File: config.mk
export PLATFORM = sky130hd
export DESIGN_NAME = mmc1_cpu_bus_capture
export DESIGN_NICKNAME = d
export VERILOG_FILES = /design/src/rtl/mmc1_pkg.sv /design/src/rtl/mmc1_sync_filt.sv /design/src/rtl/mmc1_cpu_bus_capture.sv
export SDC_FILE = /design/constraint.sdc
export NUM_CORES = 1
export LEC_CHECK = 0
export BUFFER_PORTS_ARGS = -buffer_cell sky130_fd_sc_hd__buf_2
export CAP_MARGIN = 10
export CORE_MARGIN = 3
export CORE_UTILIZATION = 25
export CTS_CLUSTER_DIAMETER = 80
export DETAILED_ROUTE_END_ITERATION = 7
export GPL_TIMING_DRIVEN = 0
export PLACE_DENSITY_LB_ADDON = 0.2
export SLEW_MARGIN = 20
export SYNTH_ARGS = -nofsm -noshare
export SYNTH_HDL_FRONTEND = slang
export SYNTH_SLANG_ARGS = --single-unit
File: constraint.sdc
create_clock -name CLK -period 1.48 [get_ports CLK]
set_clock_uncertainty 0.1 [all_clocks]
set_input_delay 0.148 -clock CLK [delete_from_list [all_inputs] [get_ports CLK]]
set_output_delay 0.148 -clock CLK [all_outputs]
set_load 0.01 [all_outputs]
File: src/rtl/mmc1_pkg.sv
// Shared types and constants for the MMC1 CPU bus front end.
package mmc1_pkg;

  typedef enum logic [1:0] {IDLE, HIGH, EMIT} state_t;

  localparam logic [1:0] SEL_CTRL = 2'd0;
  localparam logic [1:0] SEL_CHR0 = 2'd1;
  localparam logic [1:0] SEL_CHR1 = 2'd2;
  localparam logic [1:0] SEL_PRG  = 2'd3;

  localparam int DEF_SYNC_STAGES = 2;
  localparam int DEF_M2_FILT     = 2;
  localparam int DEF_MAX_HIGH    = 64;

  // Bit order matches the raw bus vector built in the top level.
  typedef struct packed {
    logic       romsel_n;
    logic       rw_n;
    logic [1:0] sel;
    logic       d7;
    logic       d0;
  } cpu_cap_t;

endpackage

File: src/rtl/mmc1_sync_filt.sv
// One-bit CPU input synchronizer, followed either by an M2_FILT-sample deglitcher
// or by a plain M2_FILT-flop delay so bypassed bits stay aligned with filtered M2.
module mmc1_sync_filt
  import mmc1_pkg::*;
#(
  parameter int SYNC_STAGES = DEF_SYNC_STAGES,
  parameter int M2_FILT     = DEF_M2_FILT,
  parameter bit FILT_EN     = 1'b0
) (
  input  logic CLK,
  input  logic RST,
  input  logic din,
  output logic dout
);

  logic [SYNC_STAGES-1:0] sync_q;

  always_ff @(posedge CLK or posedge RST) begin
    if (RST) sync_q <= '0;
    else begin
      sync_q[0] <= din;
      for (int i = 1; i < SYNC_STAGES; i++) sync_q[i] <= sync_q[i-1];
    end
  end

  generate
    if (FILT_EN) begin : g_filt
      localparam int CW = (M2_FILT > 1) ? $clog2(M2_FILT) : 1;
      logic [CW-1:0] cnt_q;
      logic          filt_q;

      // Output flips only after M2_FILT consecutive samples disagree with it.
      always_ff @(posedge CLK or posedge RST) begin
        if (RST) begin
          cnt_q  <= '0;
          filt_q <= 1'b0;
        end else if (sync_q[SYNC_STAGES-1] == filt_q) begin
          cnt_q <= '0;
        end else if (cnt_q == CW'(M2_FILT-1)) begin
          filt_q <= ~filt_q;
          cnt_q  <= '0;
        end else begin
          cnt_q <= cnt_q + 1'b1;
        end
      end
      assign dout = filt_q;
    end else begin : g_dly
      logic [M2_FILT-1:0] dly_q;

      always_ff @(posedge CLK or posedge RST) begin
        if (RST) dly_q <= '0;
        else begin
          dly_q[0] <= sync_q[SYNC_STAGES-1];
          for (int i = 1; i < M2_FILT; i++) dly_q[i] <= dly_q[i-1];
        end
      end
      assign dout = dly_q[M2_FILT-1];
    end
  endgenerate

endmodule

File: src/rtl/mmc1_cpu_bus_capture.sv
// MMC1 CPU bus capture: turns completed $8000-$FFFF CPU writes into one-clock strobes.
// Define MMC1_CONSEC_WR_FILTER_EN to drop the second of two back-to-back ROM writes.
module mmc1_cpu_bus_capture
  import mmc1_pkg::*;
#(
  parameter int SYNC_STAGES = DEF_SYNC_STAGES,
  parameter int M2_FILT     = DEF_M2_FILT,
  parameter int MAX_HIGH    = DEF_MAX_HIGH
) (
  input  logic       CLK,
  input  logic       RST,
  input  logic       CPU_M2,
  input  logic       nCPU_ROMSEL,
  input  logic       nCPU_RW,
  input  logic       CPU_A14,
  input  logic       CPU_A13,
  input  logic       CPU_D7,
  input  logic       CPU_D0,
  output logic       WR_STB,
  output logic [1:0] WR_SEL,
  output logic       WR_D7,
  output logic       WR_D0,
  output logic       CYC_ABORT
);

  localparam int HCW  = $clog2(MAX_HIGH + 1);
  localparam int WARM = SYNC_STAGES + M2_FILT;
  localparam int WCW  = $clog2(WARM + 1);

  logic [5:0] raw_vec, syn_vec;
  cpu_cap_t   syn_cap, cap_q;
  logic       m2_f, m2_q;
  state_t     state, nxt;
  logic [HCW-1:0] hi_cnt;
  logic [WCW-1:0] warm_q;
  logic       armed;
  logic       go_emit, go_abort, cand, accept;

  assign raw_vec = {nCPU_ROMSEL, nCPU_RW, CPU_A14, CPU_A13, CPU_D7, CPU_D0};
  assign syn_cap = cpu_cap_t'(syn_vec);

  mmc1_sync_filt #(.SYNC_STAGES(SYNC_STAGES), .M2_FILT(M2_FILT), .FILT_EN(1'b1)) u_m2sync (
    .CLK(CLK), .RST(RST), .din(CPU_M2), .dout(m2_f)
  );

  mmc1_sync_filt #(.SYNC_STAGES(SYNC_STAGES), .M2_FILT(M2_FILT), .FILT_EN(1'b0)) u_dsync [5:0] (
    .CLK(CLK), .RST(RST), .din(raw_vec), .dout(syn_vec)
  );

  // Cleared synchronizers fake an M2 rise when M2 is already high at reset release;
  // only arm rise detection once filtered M2 has settled and been seen low.
  always_ff @(posedge CLK or posedge RST) begin
    if (RST) begin
      warm_q <= '0;
      armed  <= 1'b0;
    end else begin
      if (warm_q != WCW'(WARM)) warm_q <= warm_q + 1'b1;
      else if (!m2_f)           armed  <= 1'b1;
    end
  end

  assign cand = !cap_q.romsel_n && !cap_q.rw_n;

`ifdef MMC1_CONSEC_WR_FILTER_EN
  logic prev_wr;
  assign accept = cand && !prev_wr;

  always_ff @(posedge CLK or posedge RST) begin
    if (RST)           prev_wr <= 1'b0;
    else if (go_emit)  prev_wr <= cand;
    else if (go_abort) prev_wr <= 1'b0;
  end
`else
  assign accept = cand;
`endif

  always_comb begin
    nxt      = state;
    go_emit  = 1'b0;
    go_abort = 1'b0;
    unique case (state)
      IDLE: if (armed && m2_f && !m2_q) nxt = HIGH;
      HIGH: begin
        if (!m2_f) begin
          nxt     = EMIT;
          go_emit = 1'b1;
        end else if (hi_cnt == HCW'(MAX_HIGH)) begin
          nxt      = IDLE;
          go_abort = 1'b1;
        end
      end
      EMIT:    nxt = IDLE;
      default: nxt = IDLE;
    endcase
  end

  // Outputs are registered on the HIGH->EMIT edge, so the strobe occupies the EMIT clock.
  always_ff @(posedge CLK or posedge RST) begin
    if (RST) begin
      state     <= IDLE;
      m2_q      <= 1'b0;
      hi_cnt    <= '0;
      cap_q     <= '1;
      WR_STB    <= 1'b0;
      CYC_ABORT <= 1'b0;
      WR_SEL    <= SEL_CTRL;
      WR_D7     <= 1'b0;
      WR_D0     <= 1'b0;
    end else begin
      state     <= nxt;
      m2_q      <= m2_f;
      if (state != HIGH)                                hi_cnt <= '0;
      else if (hi_cnt != HCW'(MAX_HIGH))                hi_cnt <= hi_cnt + 1'b1;
      if (m2_f) cap_q <= syn_cap;
      WR_STB    <= go_emit && accept;
      CYC_ABORT <= go_abort;
      if (go_emit && accept) begin
        WR_SEL <= cap_q.sel;
        WR_D7  <= cap_q.d7;
        WR_D0  <= cap_q.d0;
      end
    end
  end

endmodule

## After elaboration in Yosys (flattened, before gate mapping)

Cells that the tools add are included.

- Word-level logic and storage cells: 69
- Output and inout bits: 6
- Bits of input ports: 9
- Bits in registers: 54

- Equal/unequal tests: 8
- Multiplexer cells: 13
- Bitwise logic cells: 3
- Reduce and logical (&&, ||, !) cells: 12
- $add $sub $neg: 3

Operators by type and width:

| operator | number |
|---|---|
| $mux 7 | 2 |
| $add 7x1->7 const B | 1 |
| $eq 7x7->1 const B | 1 |
| $mux 1 | 7 |
| $ne 7x7->1 const B | 1 |
| $mux 2 | 3 |
| $ne 3x3->1 const B | 2 |
| $reduce_and 2->1 | 3 |
| $logic_and 1x1->1 | 4 |
| $pmux 2 s2 | 1 |
| $add 3x1->3 const B | 1 |
| $logic_not 1->1 | 3 |
| $not 1->1 | 3 |
| $eq 2x1->1 const B | 1 |
| $logic_not 2->1 | 1 |
| $ne 2x1->1 const B | 1 |
| $ne 2x2->1 const B | 1 |
| $reduce_bool 2->1 | 1 |
| $add 1x1->1 const B | 1 |
| $eq 1x1->1 | 1 |

## Logic depth before layout (Yosys ltp)

- Depth after elaboration: 4
- Gate-level depth with buffers: 5
- Gate-level depth less buffers: 5

## Cells and area by module

Synthesis repeated with hierarchy kept, for this count alone.

- Cell total of the unflattened synthesis: 126
- Area, all modules: 1859.3 um2

Modules (own cells, without submodules):

| module | cells an instance | times used | area an instance (um2) | sequential area each (um2) |
|---|---|---|---|---|
| mmc1_cpu_bus_capture | 88 | 1 | 1104.8 | 658.1 |
| mmc1_sync_filt at u_dsync[0] ... | 5 | 6 | 103.8 | 100.1 |
| mmc1_sync_filt at u_m2sync | 8 | 1 | 131.4 | 100.1 |

## Worst setup path before layout

OpenSTA, ideal clock, no wires.

- Path kind: reg-to-reg
- Start: register u_m2sync.g_filt.filt_q, in the netlist u_m2sync.dout
- End: register WR_D0
- Library setup time: 0.125 ns
- Path buffers: 0
- Stages on the path, launching flop included: 3
- Required time: 1.255 ns
- Slack: 0.083 ns
- Period minus slack after synthesis: 1.397 ns
- Arrival time: 1.172 ns
- Path through: dfrtp_1 -> nor4_4 -> mux2_2

- Cells in the longest elaborated chain, start to end: 3

RTL lines:

| item | line | text |
|---|---|---|
| from (decl) | mmc1_sync_filt.sv:30 | `logic filt_q;` |
| from (signal assigned) | mmc1_sync_filt.sv:40 | `filt_q <= ~filt_q;` |
| $mux 1 | mmc1_cpu_bus_capture.sv:84 | `if (!m2_f) begin` |
| $mux 1 | mmc1_cpu_bus_capture.sv:81 | `unique case (state)` |
| $logic_and 1x1->1 | mmc1_cpu_bus_capture.sv:117 | `if (go_emit && accept) begin` |
| to (signal assigned) | mmc1_cpu_bus_capture.sv:120 | `WR_D0 <= cap_q.d0;` |
| to (decl) | mmc1_cpu_bus_capture.sv:22 | `output logic WR_D0,` |

Every way passes these cells.
A chain may end at the register's enable or synchronous reset.

## Final worst setup path

- Start: register hi_cnt[2]
- End: register hi_cnt[0]

- Cells in the longest elaborated chain, start to end: 2

RTL lines:

| item | line | text |
|---|---|---|
| from (decl) | mmc1_cpu_bus_capture.sv:34 | `logic [HCW-1:0] hi_cnt;` |
| from (signal assigned) | mmc1_cpu_bus_capture.sv:113 | `else if (hi_cnt != HCW'(MAX_HIGH)) hi_cnt <= hi_cnt + 1'b1;` |
| $ne 7x7->1 | mmc1_cpu_bus_capture.sv:113 |  |
| $reduce_bool 2->1 (no line) | -- |  |

Every way passes these cells.

==> impl_metrics.csv <==
group,metric,value,unit
yosys,synth.distinct_cells,27,
cts,clock-sinks,54,
timing,timing.final.crit_share,0.958,
yosys,synthSimpleGateAreaFrac,0.102,
place,placed_area,2030,um^2
grt,antenna_found_initial,0,
route,via_count,1009,
cts,htree_num_levels,2,
cts,max-clock-path-buffers,2,
cts,cts_tree,"done",
yosys,synthAdderAreaFrac,0.0272,
layout,area_delta_synth_final,26.2,%
outcome,status,"finished, final reports clean",
yosys,synth-edff-count,0,
place,port_buffers,14,
yosys,synth_cells,121,
layout,nets,171,
timing,clock.fmax,706,MHz
timing,hold_viol_final,0,
power_and_ir_drop,total_power,3630,uW
yosys,synth-seq-cells,54,
yosys,synth_area_leaders,"dfrtp_1 65%, dfstp_2 8.6%, mux2_2 6.7%",
flow_run,max_cap_viol_count,0,
floorplan,floorplan.initialDensity,0.265,
yosys,syn-cell-area,1840,um^2
yosys,synthArstFlopShare,1.00,
timing,slew_violations,0,
cts,clock-root-buffer,"clkbuf_8",
yosys,synth.top_cell.area_share,0.653,
power_and_ir_drop,ir_worst_vdd,0.000485,V
yosys,yosys_warnings,0,
yosys,yosysSeqAreaShare,0.739,
place,place_hpwl,1830,um
yosys,syn_nets,134,
min_path,min_path_type,"flip-flop to flip-flop",
grt,grt_pass1_vias,1081,
cts,clkSlewWorstSetupHoldPaths,0.09,ns
layout,diodes,0,
floorplan,rows,30,
route,routed_wl,2830,um
route,viasPerCell,3.96,
worst_setup_path,arrival,1.54,ns
grt,grt_pass1_wl,4940,um
yosys,synth_top_family_by_area,"simple AND/OR/NAND/NOR gates",
floorplan,pin_count,15,
timing,maxSlewHeadroom,0.609,
power_and_ir_drop,powerDensity,1560,nW/um^2
worst_setup_path,worst_r2r_startpoint,"hi_cnt[2]$_DFFE_PP0P_",
grt,track_usage,0.0747,
cts,clk_latency,0.30,ns
worst_setup_path,ff2ff_path_depth,3,
timing,worst_pin_slew,0.586,ns
layout,fin_util,0.334,
floorplan,core,6940,um^2
yosys,avgSynthCellArea,15.2,um^2
yosys,yosysTopAreaCell,"dfrtp_1",
timing,timing.hold.ws,0.255,ns
route,wire_per_inst,11.1,um
layout,fin_area,2320,um^2
floorplan,die_h,91.8,um
grt,overflow,0,
floorplan,die_w,91.8,um
grt,top_usage_layer,"met2",
worst_setup_path,path_class,"flip-flop to flip-flop",
timing,final.min_clock_period,1.42,ns
grt,grt_use_met1,0.0836,
yosys,synth_mux_area_frac,0.0728,
route,drcViolationCount,0,
worst_setup_path,cp-end-kind,"flip-flop",
worst_setup_path,reg2reg_to,"hi_cnt[0]$_DFFE_PP0P_",
grt,gr-usage-met3,0.0263,
worst_setup_path,worstSetupEndpoint,"hi_cnt[0]$_DFFE_PP0P_",
grt,grtUsageMet2,0.126,
layout,layout_common_cells,"47 x dfrtp_1, 15 x buf_2, 11 x mux2_2",
yosys,synthXorXnorAreaFrac,0.0190,
yosys,synth-compound-area-share,0.0272,
grt,grt_max_degree,55,
timing,setup_viol,0,
cts,cts_buffers,5,
floorplan,die-area,8420,um^2
worst_setup_path,critPathLaunch,"hi_cnt[2]$_DFFE_PP0P_",
layout,drive_above_1_share,0.358,
layout,final_common_cell,"dfrtp_1",
route,drt-pass1-iter-count,4,
place,dp_worst_setup_slack,-0.0456,ns
timing,setup_ws,0.0626,ns
route,drt_iter0_drc,26,
worst_setup_path,required,1.60,ns
yosys,synthFlopType,"dfrtp_1",
worst_setup_path,cp-start-kind,"flip-flop",
worst_setup_path,cp_max_fo,6,
place,gp_congestion,0.708,
worst_setup_path,reg2reg_slack,0.06,ns
power_and_ir_drop,leakagePower,0.00101,uW
route,antenna_left,0,
[flip-flops by register name (all words and copies together) (netlist names), 2 cells and up]
register             count
warm_q                   3
u_dsync.sync_q          12
WR_SEL                   2
cap_q                    6
hi_cnt                   7
u_m2sync.sync_q          2
u_dsync.g_dly.dly_q     12
state                    2
[metal layers]
metal  wire length, um  share of wire  vias up
met3               129          0.046        8
met5                 0              0        -
li1                  -              -      475
met4                55          0.019        0
met2              1390           0.49       18
met1              1250           0.44      508
[power by group]
group / total [uW] / leakage [uW] / switching [uW] / internal (uW)
Combinational: 705 / 0.000307 / 311 / 393
Sequential: 1960 / 0.000647 / 168 / 1790
Clock: 964 / 0.0000514 / 459 / 505
Total: 3630 / 0.00101 / 939 / 2690
[cell usage after synthesis (2+ instances only)]
cell type,n
mux2_2,11
xnor2_1,2
o22ai_1,2
ha_1,4
dfrtp_1,48
dfstp_2,6
nand2_1,9
a21oi_1,2
or3_1,2
inv_1,5
nor2b_1,2
nand3_1,3
o21ai_0,4
xor2_1,2
nor2_1,7
[critical path, cell delays in order (launching register included)]
cell     delay, ns
dfrtp_1       0.47
nor4b_2       0.32
and2_2        0.25
mux2i_1       0.20
[worst min path at each step]
stage          depth (start not counted)                      startpoint                                   to  slack, ns
5_1_grt                                0  u_dsync[3].sync_q[1]$_DFF_PP0_  u_dsync[3].g_dly.dly_q[0]$_DFF_PP0_       0.26
3_5_place_dp                           1                         CPU_A14       u_dsync[3].sync_q[0]$_DFF_PP0_       0.16
2_1_floorplan                          0                          CPU_D0       u_dsync[0].sync_q[0]$_DFF_PP0_       0.08
3_3_place_gp                           1                         CPU_A13       u_dsync[2].sync_q[0]$_DFF_PP0_       0.16
4_1_cts                                2                             RST         u_m2sync.sync_q[0]$_DFF_PP0_       0.04
6_report                               0  u_dsync[4].sync_q[1]$_DFF_PP0_  u_dsync[4].g_dly.dly_q[0]$_DFF_PP0_       0.25
[timing repair]
action | CTS | global route
setup buffers | 4 | 3
pin swaps | 2 | 2
endpoints found under the hold margin | 7 | 22
resized for setup | 4 | 4
endpoints found under the setup margin | 10 | 6
hold buffers | 7 | 1
[through the flow]
step / cells / TNS [ns]
floorplan: 121 / 0
global placement: 231 / -0.125
detailed placement: 231 / -0.216
CTS: 250 / 0
global route: 255 / -0.000675
finish: 255 / 0
[cell type report]
class	count	area, um^2
inverters	5	22.5
clock inverters	2	37.5
repair buffers	30	223
plain buffers	1	5.00
fillers	702	4620
clock buffers	6	72.6
flip-flops and latches	54	1360
well taps	96	120
multi-input cells	61	480
[kinds of logic (layout without fill, tap and decap cells)]
kind of cell               after synthesis  after routing
AOI/OAI and AO/OA                        9              9
xor gates and xnor gates                 4              4
adders and majority gates                4              4
buffers and inverters                    6             44
DFF                                     54             54
muxes                                   12             12
and+or+nand+nor                         32             32
Power figures use the tool's default switching activity.
